<file path="config.mk">
export PLATFORM = sky130hd
export DESIGN_NAME = wb_stage
export DESIGN_NICKNAME = d
export VERILOG_FILES = /design/src/rtl/wb_stage.sv
export SDC_FILE = /design/constraint.sdc
export NUM_CORES = 1
export LEC_CHECK = 0
export ABC_AREA = 1
export CORE_AREA = 2 2 122 124
export DETAILED_ROUTE_END_ITERATION = 10
export DIE_AREA = 0 0 124 126
export DONT_BUFFER_PORTS = 1
export HOLD_SLACK_MARGIN = 0.06
export SYNTH_ARGS = -nofsm -noshare
export SYNTH_HDL_FRONTEND = slang
export SYNTH_SLANG_ARGS = --single-unit
</file>
<file path="constraint.sdc">
create_clock -name clk -period 3.6 [get_ports clk]
set_input_delay 0.18 -clock clk [delete_from_list [all_inputs] [get_ports clk]]
set_output_delay 0.18 -clock clk [all_outputs]
set_load 0.01 [all_outputs]
</file>
<file path="src/rtl/wb_stage.sv">
// ---------------------------------------------------------------------------
// wb_stage -- pipeline write-back stage
//
// Holds the MEM/WB pipeline register. It drives the register-file write port,
// bypasses a same-cycle write to decode's two operand reads, and keeps
// saturating retire/bypass counters for debug.
//
// Ports
//   clk, rst            clock (rising edge); asynchronous active-low reset
//   mem_*               instruction leaving MEM (valid, wreg enable, dest
//                       address, ALU result, load data, load select)
//   stall, flush        hold / invalidate the MEM/WB register (flush wins)
//   id_r1addr/id_r2addr decode read addresses
//   id_r1data_rf/_r2    raw register-file read data
//   wb_waddr/wdata/wena register-file write port
//   fwd_r1data/_r2data  operands after the write-to-read bypass
//   retire_cnt          number of instructions that left WB (saturating)
//   bypass_cnt          number of cycles with at least one bypass hit
//                       (saturating)
// ---------------------------------------------------------------------------
module wb_stage #(
  parameter int DW       = 32,
  parameter int AW       = 5,
  parameter int CW       = 32,
  parameter int ZERO_REG = 1
) (
  input  logic          clk,
  input  logic          rst,
  input  logic          mem_valid,
  input  logic          mem_wreg_en,
  input  logic [AW-1:0] mem_wreg_addr,
  input  logic [DW-1:0] mem_alu_result,
  input  logic [DW-1:0] mem_rdata,
  input  logic          mem_to_reg,
  input  logic          stall,
  input  logic          flush,
  input  logic [AW-1:0] id_r1addr,
  input  logic [AW-1:0] id_r2addr,
  input  logic [DW-1:0] id_r1data_rf,
  input  logic [DW-1:0] id_r2data_rf,
  output logic [AW-1:0] wb_waddr,
  output logic [DW-1:0] wb_wdata,
  output logic          wb_wena,
  output logic [DW-1:0] fwd_r1data,
  output logic [DW-1:0] fwd_r2data,
  output logic [CW-1:0] retire_cnt,
  output logic [CW-1:0] bypass_cnt
);

  logic          valid_q,   valid_d;
  logic          wreg_en_q, wreg_en_d;
  logic [AW-1:0] addr_q,    addr_d;
  logic [DW-1:0] data_q,    data_d;
  logic          written_q, written_d;
  logic [CW-1:0] retire_cnt_q, retire_cnt_d;
  logic [CW-1:0] bypass_cnt_q, bypass_cnt_d;

  logic          zero_target;
  logic          hit1;
  logic          hit2;
  logic          retire_inc;
  logic          bypass_inc;

  // Write port and bypass
  always_comb begin
    zero_target = (ZERO_REG != 0) && (addr_q == '0);
    // written_q marks an entry that already wrote during an earlier stall
    // cycle; it must not write (or bypass) again.
    wb_wena     = valid_q & wreg_en_q & ~written_q & ~zero_target;
    wb_waddr    = addr_q;
    wb_wdata    = data_q;

    hit1        = wb_wena && (id_r1addr == addr_q);
    hit2        = wb_wena && (id_r2addr == addr_q);
    fwd_r1data  = hit1 ? data_q : id_r1data_rf;
    fwd_r2data  = hit2 ? data_q : id_r2data_rf;
  end

  // MEM/WB register next state: flush > stall > capture
  always_comb begin
    valid_d   = valid_q;
    wreg_en_d = wreg_en_q;
    addr_d    = addr_q;
    data_d    = data_q;
    written_d = written_q;

    if (flush) begin
      valid_d   = 1'b0;
      written_d = 1'b0;
    end else if (stall) begin
      written_d = written_q | wb_wena;
    end else begin
      valid_d   = mem_valid;
      wreg_en_d = mem_wreg_en;
      addr_d    = mem_wreg_addr;
      data_d    = mem_to_reg ? mem_rdata : mem_alu_result;
      written_d = 1'b0;
    end
  end

  // Saturating debug counters
  always_comb begin
    retire_inc   = valid_q & ~stall & ~flush;
    bypass_inc   = hit1 | hit2;
    retire_cnt_d = retire_cnt_q;
    bypass_cnt_d = bypass_cnt_q;
    if (retire_inc && (retire_cnt_q != '1))
      retire_cnt_d = retire_cnt_q + CW'(1);
    if (bypass_inc && (bypass_cnt_q != '1))
      bypass_cnt_d = bypass_cnt_q + CW'(1);
  end

  always_ff @(posedge clk or negedge rst) begin
    if (!rst) begin
      valid_q      <= 1'b0;
      wreg_en_q    <= 1'b0;
      addr_q       <= '0;
      data_q       <= '0;
      written_q    <= 1'b0;
      retire_cnt_q <= '0;
      bypass_cnt_q <= '0;
    end else begin
      valid_q      <= valid_d;
      wreg_en_q    <= wreg_en_d;
      addr_q       <= addr_d;
      data_q       <= data_d;
      written_q    <= written_d;
      retire_cnt_q <= retire_cnt_d;
      bypass_cnt_q <= bypass_cnt_d;
    end
  end

  assign retire_cnt = retire_cnt_q;
  assign bypass_cnt = bypass_cnt_q;

endmodule

</file>
## Word-level counts from Yosys, hierarchy flattened

Cells that the tools add are included.
W data, S select, Z words.

| cells by class | value |
|---|---|
| multiplexer cells | 7 |
| eq/ne operators | 5 |
| bitwise logic cells | 11 |
| add/subtract/negate cells | 2 |
| reduce and logical (&&, ||, !) cells | 6 |

Operator list:

| cell | number |
|---|---|
| $mux W32 | 3 |
| $add A32 B1 Y32 const B | 2 |
| $ne A32 B32 Y1 const B | 2 |
| $eq A5 B5 Y1 | 2 |
| $and A1 B1 Y1 | 5 |
| $logic_not A5 Y1 | 1 |
| $logic_and A1 B1 Y1 | 4 |
| $mux W1 | 4 |
| $not A1 Y1 | 4 |
| $ne A2 B1 Y1 const B | 1 |
| $or A1 B1 Y1 | 2 |
| $reduce_and A2 Y1 | 1 |

| word-level totals | value |
|---|---|
| input bits | 150 |
| bits in registers | 104 |
| output and inout bits | 166 |

## Depth between registers and ports, before layout

Gate-level depths: netlist (run 1).

| logic depth | value |
|---|---|
| word-level depth | 6 |
| mapped depth | 12 |
| mapped depth without buffers | 11 |

## Worst setup path before layout (run 1)

OpenSTA, ideal clock, no wires.

| timing | value |
|---|---|
| path type | reg2reg |
| from | register bypass_cnt_q[0] (netlist: bypass_cnt[0]) |
| to | register bypass_cnt_q[5] (netlist: bypass_cnt[5]) |
| arrival | 1650 ps |
| period minus slack after synthesis | 1767 ps |
| cell stages (with the launch flop) | 10 |
| path slack | 1833 ps |
| required time | 3483 ps |
| path buffers | 1 |
| cells stage by stage | dfrtp_1 > ha_1 > nand3_2 > inv_2 > nand2_2 > nor2_4 > nand4_4 > buf_2 > nand3_1 > nand2_1 |

| on the way | value |
|---|---|
| cells in the longest elaborated chain, start to end | 2 |
| elaborated cells between the ends (all ways) | 3 |
| those cells by class | add/sub: 1; eq/ne: 1; reduce/logical: 1 |

Ends and longest elaborated chain:

| element | RTL line | RTL |
|---|---|---|
| start, declared | 56 | `logic [CW-1:0] bypass_cnt_q, bypass_cnt_d;` |
| start signal, assigned | 129 | `bypass_cnt_q <= bypass_cnt_d;` |
| branches (longest 2 deep; another with $add A32 B1 Y32) | n/a |  |

Several ways; the timed one is not identified.
A chain may end at the register's enable or synchronous reset.

## Worst setup path after layout (run 1)

| timing | value |
|---|---|
| from | register addr_q[4] (netlist: wb_waddr[4]) |
| to | output fwd_r1data[2] |

| on the way | value |
|---|---|
| cells in the longest elaborated chain, start to end | 5 |
| elaborated cells between the ends (all ways) | 6 |
| those cells by class | eq/ne: 1; mux: 1; bitwise: 2; reduce/logical: 2 |

Ends and longest elaborated chain:

| element | RTL line | RTL |
|---|---|---|
| start, declared | 52 | `logic [AW-1:0] addr_q, addr_d;` |
| start signal, assigned | 125 | `addr_q <= addr_d;` |
| $logic_not A5 Y1 | 66 | `zero_target = (ZERO_REG != 0) && (addr_q == '0);` |
| $not A1 Y1 | 69 | `wb_wena = valid_q & wreg_en_q & ~written_q & ~zero_target;` |
| $and A1 B1 Y1 | 69 |  |
| net wb_wena | 43 | `output logic wb_wena,` |
| $logic_and A1 B1 Y1 | 73 | `hit1 = wb_wena && (id_r1addr == addr_q);` |
| $mux W32 | 75 | `fwd_r1data = hit1 ? data_q : id_r1data_rf;` |
| end, declared | 44 | `output logic [DW-1:0] fwd_r1data,` |

The timed path passes the listed nets, and every way through them passes these cells.

==> out/results.ini, run 1 <==
[status]
status = finished, final reports clean

[power_and_ir_drop]
peakVddDrop_uv = 275
leakage_uw = 0.00381
p_per_area_mw_per_mm2 = 369

[grt]
antenna_found_initial = 3
overflow = 0
grt_first_pass_wirelength_um = 35000
grt_pass1_vias = 6488
grt_use_total_pct = 29.1
grt_start_max_net_pins = 105

[timing]
hold_slack_ns = 0.0982
setup_violations = 0
hold_viol_final = 0
fin_crit_sh_pct = 70.7
slew_violations = 0
tns_ns = 0
fmax_mhz = 393
finalClockSkew_ns = 0.00614
slew_headroom_pct = 45.1
min_period_ns = 2.55
rsz0062_at_grt = no
worst-slew-pin-transition_ns = 0.823

[floorplanning]
rows = 44
initial_utilization_pct = 47.7
die_w_um = 124
die_h_um = 126
die-area_mm2 = 0.0156
ios = 316
core_mm2 = 0.0143

[synth]
syn_avg_cell_area_um2 = 6.56
syn_nets = 1194
synthTopCellsByArea = dfrtp_1 (38%), nand2_1 (22%), o21ai_0 (8.1%)
ys_seq_area_share_pct = 38.1
ys_types = 26
synth-seq-cells = 104
yosys_warnings = 0
netlist_instances = 1042
synth_top_area_share_pct = 38.1
syn_area_mm2 = 0.00683
netlist.top_cell.by_area = dfrtp_1

[layout]
final_nets = 1243
drive_gt1_share_pct = 3.47
fillers = 1413
final_cells = 1282
final_cell_mix = nand2_1 (405), nor2_1 (127), o21ai_0 (111), dfrtp_1 (104), inv_1 (77)
synthToLayoutAreaGrowth_pct = 17.5
final_common_cell = nand2_1

[min_path]
whs_path_depth = 2
hold_end = wb_wdata[19]
hold_start = mem_rdata[19]
hold_path.class = input pin to flip-flop

[drt]
drc = 0
firstDrtPassIters = 7
drt_wl_total_um = 22600
vias = 6780
vias_per_cell = 5.29
wl_per_cell_um = 17.7
final_antenna_net_count = 0
drtIter0Drc = 436

[worst_setup_path]
r2r-end = bypass_cnt[18]
crit_required_ns = 3.42
critical_path_arrival_ns = 2.37
cp_max_fo = 58
worstSetupPathType = flip-flop to primary output
crit_path_start_kind = flip-flop
rrSetupSlack_ns = 1.33
end_kind = primary output
reg2reg_depth = 9
reg2reg_from = bypass_cnt[0]

[clock_network]
clock_latency_ns = 0.35
path_clk_slew_ns = 0.07
postCtsSetupBuffers = 0
numCtsBuffers = 9
cts_tree = built
clock-root-buffer = clkbuf_16
h-tree-depth = 3
cts_buffer_depth = 2
clkSinkCount = 104

[placement]
io_buffers = 0
gp_congestion = 0.904
placed_cells = 1189
hpwl_um = 17000

[flow_run]
max_cap_viol_count = 0

-- through the flow --
step / utilization (%) / worst slack (ns) / total power (µW) / cell area, µm²
5_1_grt: 56.1 / 0.916 / 3100 / 8030
3_5_place_dp: 48.4 / 1.29 / 1740 / 6920
4_1_cts: 56.0 / 1.08 / 2980 / 8020
2_1_floorplan: - / 1.83 / 1630 / 6830
3_3_place_gp: 48.4 / 1.36 / 1740 / 6920
6_report: 56.1 / 1.05 / 2960 / 8030
-- Yosys cell counts, drive strengths merged --
library cell and instances:
dfrtp 104, nand3 53, buf 20, nor2 132, a21oi 1, ha 2, nor3 10, clkbuf 24
inv 78, nand4 12, o22ai 32, nand3b 21, o21ai 111, xnor2 16, nand2 409, xor2 17
-- critical path: stages, from the launching register on --
cell and delay (ns):
dfrtp_1 0.46, inv_1 0.10, nand3_1 0.09, nand2_1 0.05
inv_1 0.19, nand3_2 0.24, buf_12 0.24, o21ai_0 0.61
-- cell type report --
class	instances	area, µm²	area share, %
clock inverters	4	73.8	0.920
multi-input cells	816	3730	46.5
repair buffers	82	833	10.4
clock buffers	12	256	3.20
inverters	78	293	3.65
well taps	184	230	2.87
flip-flops and latches	104	2600	32.4
diodes	2	5.00	0.0624
-- registers in the layout (all words and copies together), names as in the netlist --
name and count:
bypass_cnt 32, retire_cnt 32, wb_wdata 32, wb_waddr 5
valid_q 1, wreg_en_q 1, written_q 1
-- power breakdown --
part	switching [µW]	internal [µW]
Combinational	244	198
Clock	452	650
Sequential	164	1250
Total	860	2100
-- metal layers --
layer / wire, µm / GRT usage, %
met4: 494 / 9.05
met1: 9160 / 35.4
met3: 2390 / 12.7
met5: 13 / 0
met2: 10600 / 46.5
-- what timing repair did --
item | in CTS | in global routing
hold buffers | 75 | 0
resized for setup | 0 | 0
hold endpoints to repair | 143 | 0
-- worst max-delay path by stage --
stage / to / from / depth (start not counted) / slack [ns]
CTS: fwd_r1data[2] / wb_waddr[4] / 7 / 1.08
global route: fwd_r1data[2] / wb_waddr[4] / 7 / 0.92
global placement: bypass_cnt[26] / bypass_cnt[0] / 9 / 1.36
floorplan: bypass_cnt[5] / bypass_cnt[0] / 9 / 1.83
detailed placement: bypass_cnt[18] / bypass_cnt[0] / 9 / 1.29
finish: fwd_r1data[2] / wb_waddr[4] / 7 / 1.05
-- cells by family (layout without fill, tap and decap cells) --
family | after synthesis | count (layout) | share of synthesized area, %
adder cells (fa/ha/maj) | 2 | 2 | 0.366
XOR/XNOR | 33 | 33 | 4.23
other | 0 | 2 | 0
flip-flops | 104 | 104 | 38.1
AO/OA/AOI/OAI | 144 | 144 | 11.1
AND/OR/NAND/NOR | 637 | 637 | 38.6
buffers and inverters | 122 | 176 | 7.55
(Power assumes the default switching activity.)
==> run 2: changes to the inputs <==
==> constraint.sdc (replaced) <==
create_clock -name clk -period 2.4 [get_ports clk]
set_input_delay 0.12 -clock clk [delete_from_list [all_inputs] [get_ports clk]]
set_output_delay 0.12 -clock clk [all_outputs]
set_load 0.01 [all_outputs]
==> out/results.ini, run 2 (same netlist as run 1, synthesis figures left out) <==
[status]
status = finished with violations
violations = negative hold slack

[grt]
grt_first_pass_wirelength_um = 36000
grt_start_max_net_pins = 105
grt_pass1_vias = 6589
use_met2_pct = 49.2
overflow = 0
grt_use_total_pct = 29.9
grt_busiest_layer = met2
antenna_found_initial = 2
grtUsageMet3_pct = 10.8
use_met1_pct = 37.2

[drt]
drtIter0Drc = 579
final_antenna_net_count = 0
firstDrtPassIters = 7
drc = 0
wl_per_cell_um = 18.1
vias_per_cell = 5.42
drt_wl_total_um = 23500
vias = 7035

[timing]
tns_ns = 0
fmax_mhz = 434
slew_headroom_pct = 41.2
slew_violations = 0
finalWorstSetupSlack_ns = 0.0957
finalClockSkew_ns = 0.00797
fin_crit_sh_pct = 96.0
rsz0062_at_grt = yes
min_period_ns = 2.30
hold_viol_final = 104
hold_slack_ns = -0.552
worst-slew-pin-transition_ns = 0.880
setup_violations = 0

[placement]
hpwl_um = 17800
io_buffers = 0
placed_area_mm2 = 0.00705
place_ws_ns = 0.174
gp_congestion = 0.925

[floorplanning]
rows = 44
core_mm2 = 0.0143
initial_utilization_pct = 47.7
die-area_mm2 = 0.0156
die_w_um = 124
ios = 316
die_h_um = 126

[worst_setup_path]
crit_required_ns = 2.28
cp_top_family = buffers and inverters
cp_slowest_cell = o21ai_0
worstSetupPathType = flip-flop to primary output
path_cells = inv_1 -> nand3_1 -> nand2_1 -> inv_1 -> nand3_2 -> buf_12 -> o21ai_0
slowest_delay_ns = 0.51
end_kind = primary output
critical_path_arrival_ns = 2.18
cp_common_cell = inv_1
crit_buf_inv = 3
crit_path_start_kind = flip-flop
cp_max_fo = 64

[clock_network]
cts_buffer_depth = 2
cts_tree = built
path_clk_slew_ns = 0.07
numCtsBuffers = 9
ctsHoldBuffers = 75
postCtsSetupBuffers = 0
clkSinkCount = 104
clock-root-buffer = clkbuf_16
clock_latency_ns = 0.36
h-tree-depth = 3

[layout]
final_cell_mix = nand2_1 (405), nor2_1 (127), o21ai_0 (107), dfrtp_1 (103), inv_1 (77)
fillers = 1393
final_common_cell = nand2_1
final_nets = 1259
drive_gt1_share_pct = 4.95
synthToLayoutAreaGrowth_pct = 19.2
design_area_mm2 = 0.00814

[power_and_ir_drop]
p_per_area_mw_per_mm2 = 546
peakVddDrop_uv = 350
p_total_uw = 4440
leakage_uw = 0.00388

[min_path]
hold_path.class = input pin to async pin

[flow_run]
max_cap_viol_count = 0

run 2: changes by cell type in the layout (fill, tap and decap cells not counted), moves of 2 or more:
cell,change
buf_4,+15
clkinvlp_4,+2
o21ai_0,-4
clkbuf_8,-2
o21ai_1,+4
run 2: power by group:
| part | total [µW] | switching, µW | internal (µW) |
|---|---|---|---|
| Sequential | 2090 | 210 | 1880 |
| Clock | 1650 | 725 | 928 |
| Combinational | 698 | 380 | 318 |
| Total | 4440 | 1320 | 3130 |
run 2: cell type report:
type / count / area [µm²] / share of cell area [%]
multi-input combinational: 816 / 3730 / 45.8
sequential: 104 / 2600 / 32.0
timing repair buffer: 98 / 948 / 11.7
inverter: 78 / 293 / 3.60
tap: 184 / 230 / 2.83
clock buffer: 9 / 225 / 2.77
clock inverter: 7 / 104 / 1.28
antenna: 2 / 5.00 / 0.0615
run 2: worst register-to-register path: cells and delay by family (launching register included):
| family | cells | cell delay (ns) |
|---|---|---|
| flip-flops | 1 | 0.47 |
| buffers and inverters | 1 | 0.29 |
| AND/OR/NAND/NOR | 8 | 1.09 |
| adder cells (fa/ha/maj) | 1 | 0.26 |
run 2: worst paths after layout:
check                              startpoint  cells after the start             end  slack [ns]
max                               wb_waddr[4]                      7  fwd_r1data[25]         0.1
min                                       rst                      0  retire_cnt[17]       -0.55
max reg2reg                     retire_cnt[1]                     10  retire_cnt[26]        0.18
min reg2reg                         written_q                      2       written_q        0.52
max in group asynchronous                 rst                      0     wb_waddr[0]        2.78
min in group clk           mem_alu_result[19]                      2    wb_wdata[19]        0.08
run 2: timing repair:
item / CTS / global route
endpoints found under the setup margin: 0 / 21
resized for setup: 0 / 5
endpoints found under the hold margin: 144 / 104
run 2: stage by stage:
step | hold WS (ns) | instances | utilization, %
2_1_floorplan | -0.176 | 1042 | -
3_3_place_gp | -0.174 | 1205 | 49.3
3_5_place_dp | -0.173 | 1205 | 49.3
4_1_cts | -0.563 | 1296 | 56.8
5_1_grt | -0.563 | 1298 | 56.9
6_report | -0.552 | 1298 | 56.9
run 2: per-layer routing:
| layer | vias up | part of all wire, % |
|---|---|---|
| met5 | - | 0 |
| met4 | 0 | 1.5 |
| met3 | 22 | 10 |
| met2 | 301 | 48 |
| met1 | 3254 | 40 |
| li1 | 3458 | - |
==> run 3: changes to the inputs <==
--- a/config.mk
+++ b/config.mk
@@ -7,10 +7,12 @@
 export LEC_CHECK = 0
 export ABC_AREA = 1
 export CORE_AREA = 2 2 122 124
+export CTS_CLUSTER_SIZE = 28
 export DETAILED_ROUTE_END_ITERATION = 10
 export DIE_AREA = 0 0 124 126
 export DONT_BUFFER_PORTS = 1
 export HOLD_SLACK_MARGIN = 0.06
+export PLACE_DENSITY = 0.59
 export SYNTH_ARGS = -nofsm -noshare
 export SYNTH_HDL_FRONTEND = slang
 export SYNTH_SLANG_ARGS = --single-unit
==> out/results.ini, run 3 (same netlist as run 1, synthesis figures left out) <==
[layout]
synthToLayoutAreaGrowth_pct = 20.0
fin_util_pct = 57.3
final_nets = 1267
final_cell_mix = nand2_1 (405), nor2_1 (127), o21ai_0 (109), dfrtp_1 (103), inv_1 (76)
final_cells = 1304
final_common_cell = nand2_1
drive_gt1_share_pct = 5.72

[timing]
fin_crit_sh_pct = 95.2
worst-slew-pin-transition_ns = 0.677
finalClockSkew_ns = 0.00850
hold_slack_ns = -0.543
slew_violations = 0
min_period_ns = 2.29
hold_viol_final = 104
slew_headroom_pct = 54.9
rsz0062_at_grt = no
tns_ns = 0
setup_violations = 0
fmax_mhz = 438

[worst_setup_path]
reg2reg_depth = 9
critical_path_arrival_ns = 2.17
r2r-end = bypass_cnt[31]
end_kind = primary output
cp_slowest_cell = o21ai_0
reg2reg_from = bypass_cnt[1]
cp_common_cell = inv_1
path_cells = inv_1 -> nand3_1 -> nand2_1 -> inv_1 -> nand3_2 -> buf_12 -> o21ai_0
slowest_delay_ns = 0.49
crit_required_ns = 2.28
rrSetupSlack_ns = 0.27
cp_max_fo = 64
crit_path_start_kind = flip-flop
worstSetupPathType = flip-flop to primary output

[placement]
io_buffers = 0
placed_cells = 1213
hpwl_um = 17600
gp_congestion = 0.872

[clock_network]
clkSinkCount = 104
h-tree-depth = 3
clock_latency_ns = 0.36
ctsHoldBuffers = 74
cts_buffer_depth = 2
numCtsBuffers = 9
path_clk_slew_ns = 0.07
clock-root-buffer = clkbuf_16
cts_tree = built

[drt]
drtIter0Drc = 464
drc = 0
drt_wl_total_um = 23200
final_antenna_net_count = 0
firstDrtPassIters = 5
vias = 6959
vias_per_cell = 5.34
wl_per_cell_um = 17.8

[flow_run]
max_cap_viol_count = 0

[grt]
antenna_found_initial = 1
grt_use_total_pct = 29.5
grt_start_max_net_pins = 105
grt_pass1_vias = 6539
grt_first_pass_wirelength_um = 35400
overflow = 0

[floorplanning]
die-area_mm2 = 0.0156
ios = 316
die_w_um = 124
core_mm2 = 0.0143
initial_utilization_pct = 47.7
rows = 44
die_h_um = 126

[power_and_ir_drop]
p_per_area_mw_per_mm2 = 541
peakVddDrop_uv = 404
leakage_uw = 0.00391
p_total_uw = 4430

[status]
violations = negative hold slack
status = finished with violations

[min_path]
hold_path.class = input pin to async pin

[run 3: cell count changes in the layout (fill, tap and decap cells not counted), sizes merged]
cell | before | now
buf | 23 | 31
clkbuf | 9 | 11
inv | 80 | 78
clkinv | 1 | 0
clkinvlp | 2 | 3
diode | 2 | 1
dlygate4sd3 | 75 | 74
[run 3: per-layer routing]
| metal | GRT usage [%] | wire (µm) | part of all wire [%] | vias to the layer above |
|---|---|---|---|---|
| met3 | 12.9 | 2330 | 10 | 16 |
| li1 | - | - | - | 3468 |
| met4 | 5.62 | 276 | 1.2 | 0 |
| met5 | 0 | 0 | 0 | - |
| met1 | 35.7 | 9410 | 40 | 3210 |
| met2 | 48.8 | 11200 | 48 | 265 |
[run 3: through the flow]
stage / instance area (µm²) / hold WS [ns] / setup WS [ns]
2_1_floorplan: 6830 / -0.176 / 0.633
3_3_place_gp: 7110 / -0.174 / 0.222
6_report: 8200 / -0.543 / 0.114
4_1_cts: 8180 / -0.568 / 0.113
3_5_place_dp: 7110 / -0.173 / 0.129
5_1_grt: 8200 / -0.573 / 0.0119
[run 3: worst max-delay path by stage]
stage	from	endpoint	cells past startpoint
2_1_floorplan	bypass_cnt[0]	bypass_cnt[7]	9
3_3_place_gp	retire_cnt[1]	retire_cnt[31]	10
3_5_place_dp	retire_cnt[1]	retire_cnt[21]	10
4_1_cts	retire_cnt[1]	retire_cnt[21]	10
5_1_grt	wb_waddr[4]	fwd_r1data[24]	7
6_report	wb_waddr[4]	fwd_r1data[24]	7
[run 3: cell type report]
type / instances / area (µm²)
antenna: 1 / 2.50
fill: 1452 / 6110
clock inverter: 4 / 76.3
multi-input combinational: 816 / 3730
timing repair buffer: 105 / 998
clock buffer: 11 / 253
inverter: 78 / 297
sequential: 104 / 2600
tap: 184 / 230
timing repair inverter: 1 / 7.51
[run 3: power breakdown]
part | switching [µW] | total [µW] | internal, µW
combinational | 368 | 689 | 321
clock | 678 | 1650 | 970
sequential | 215 | 2100 | 1880
total | 1260 | 4430 | 3170
[run 3: repair_timing]
item | in CTS | in global routing
endpoints found under the setup margin | 1 | 22
gates cloned | 0 | 1
setup buffers | 0 | 0
gates resized for setup | 1 | 4
hold endpoints to repair | 144 | 104
[run 3: critical path: cells and delay by family (launching register included)]
kind	cells	cell delay (ns)
buffers and inverters	3	0.51
AOI/OAI and AO/OA	1	0.49
DFF	1	0.48
and+or+nand+nor	3	0.30
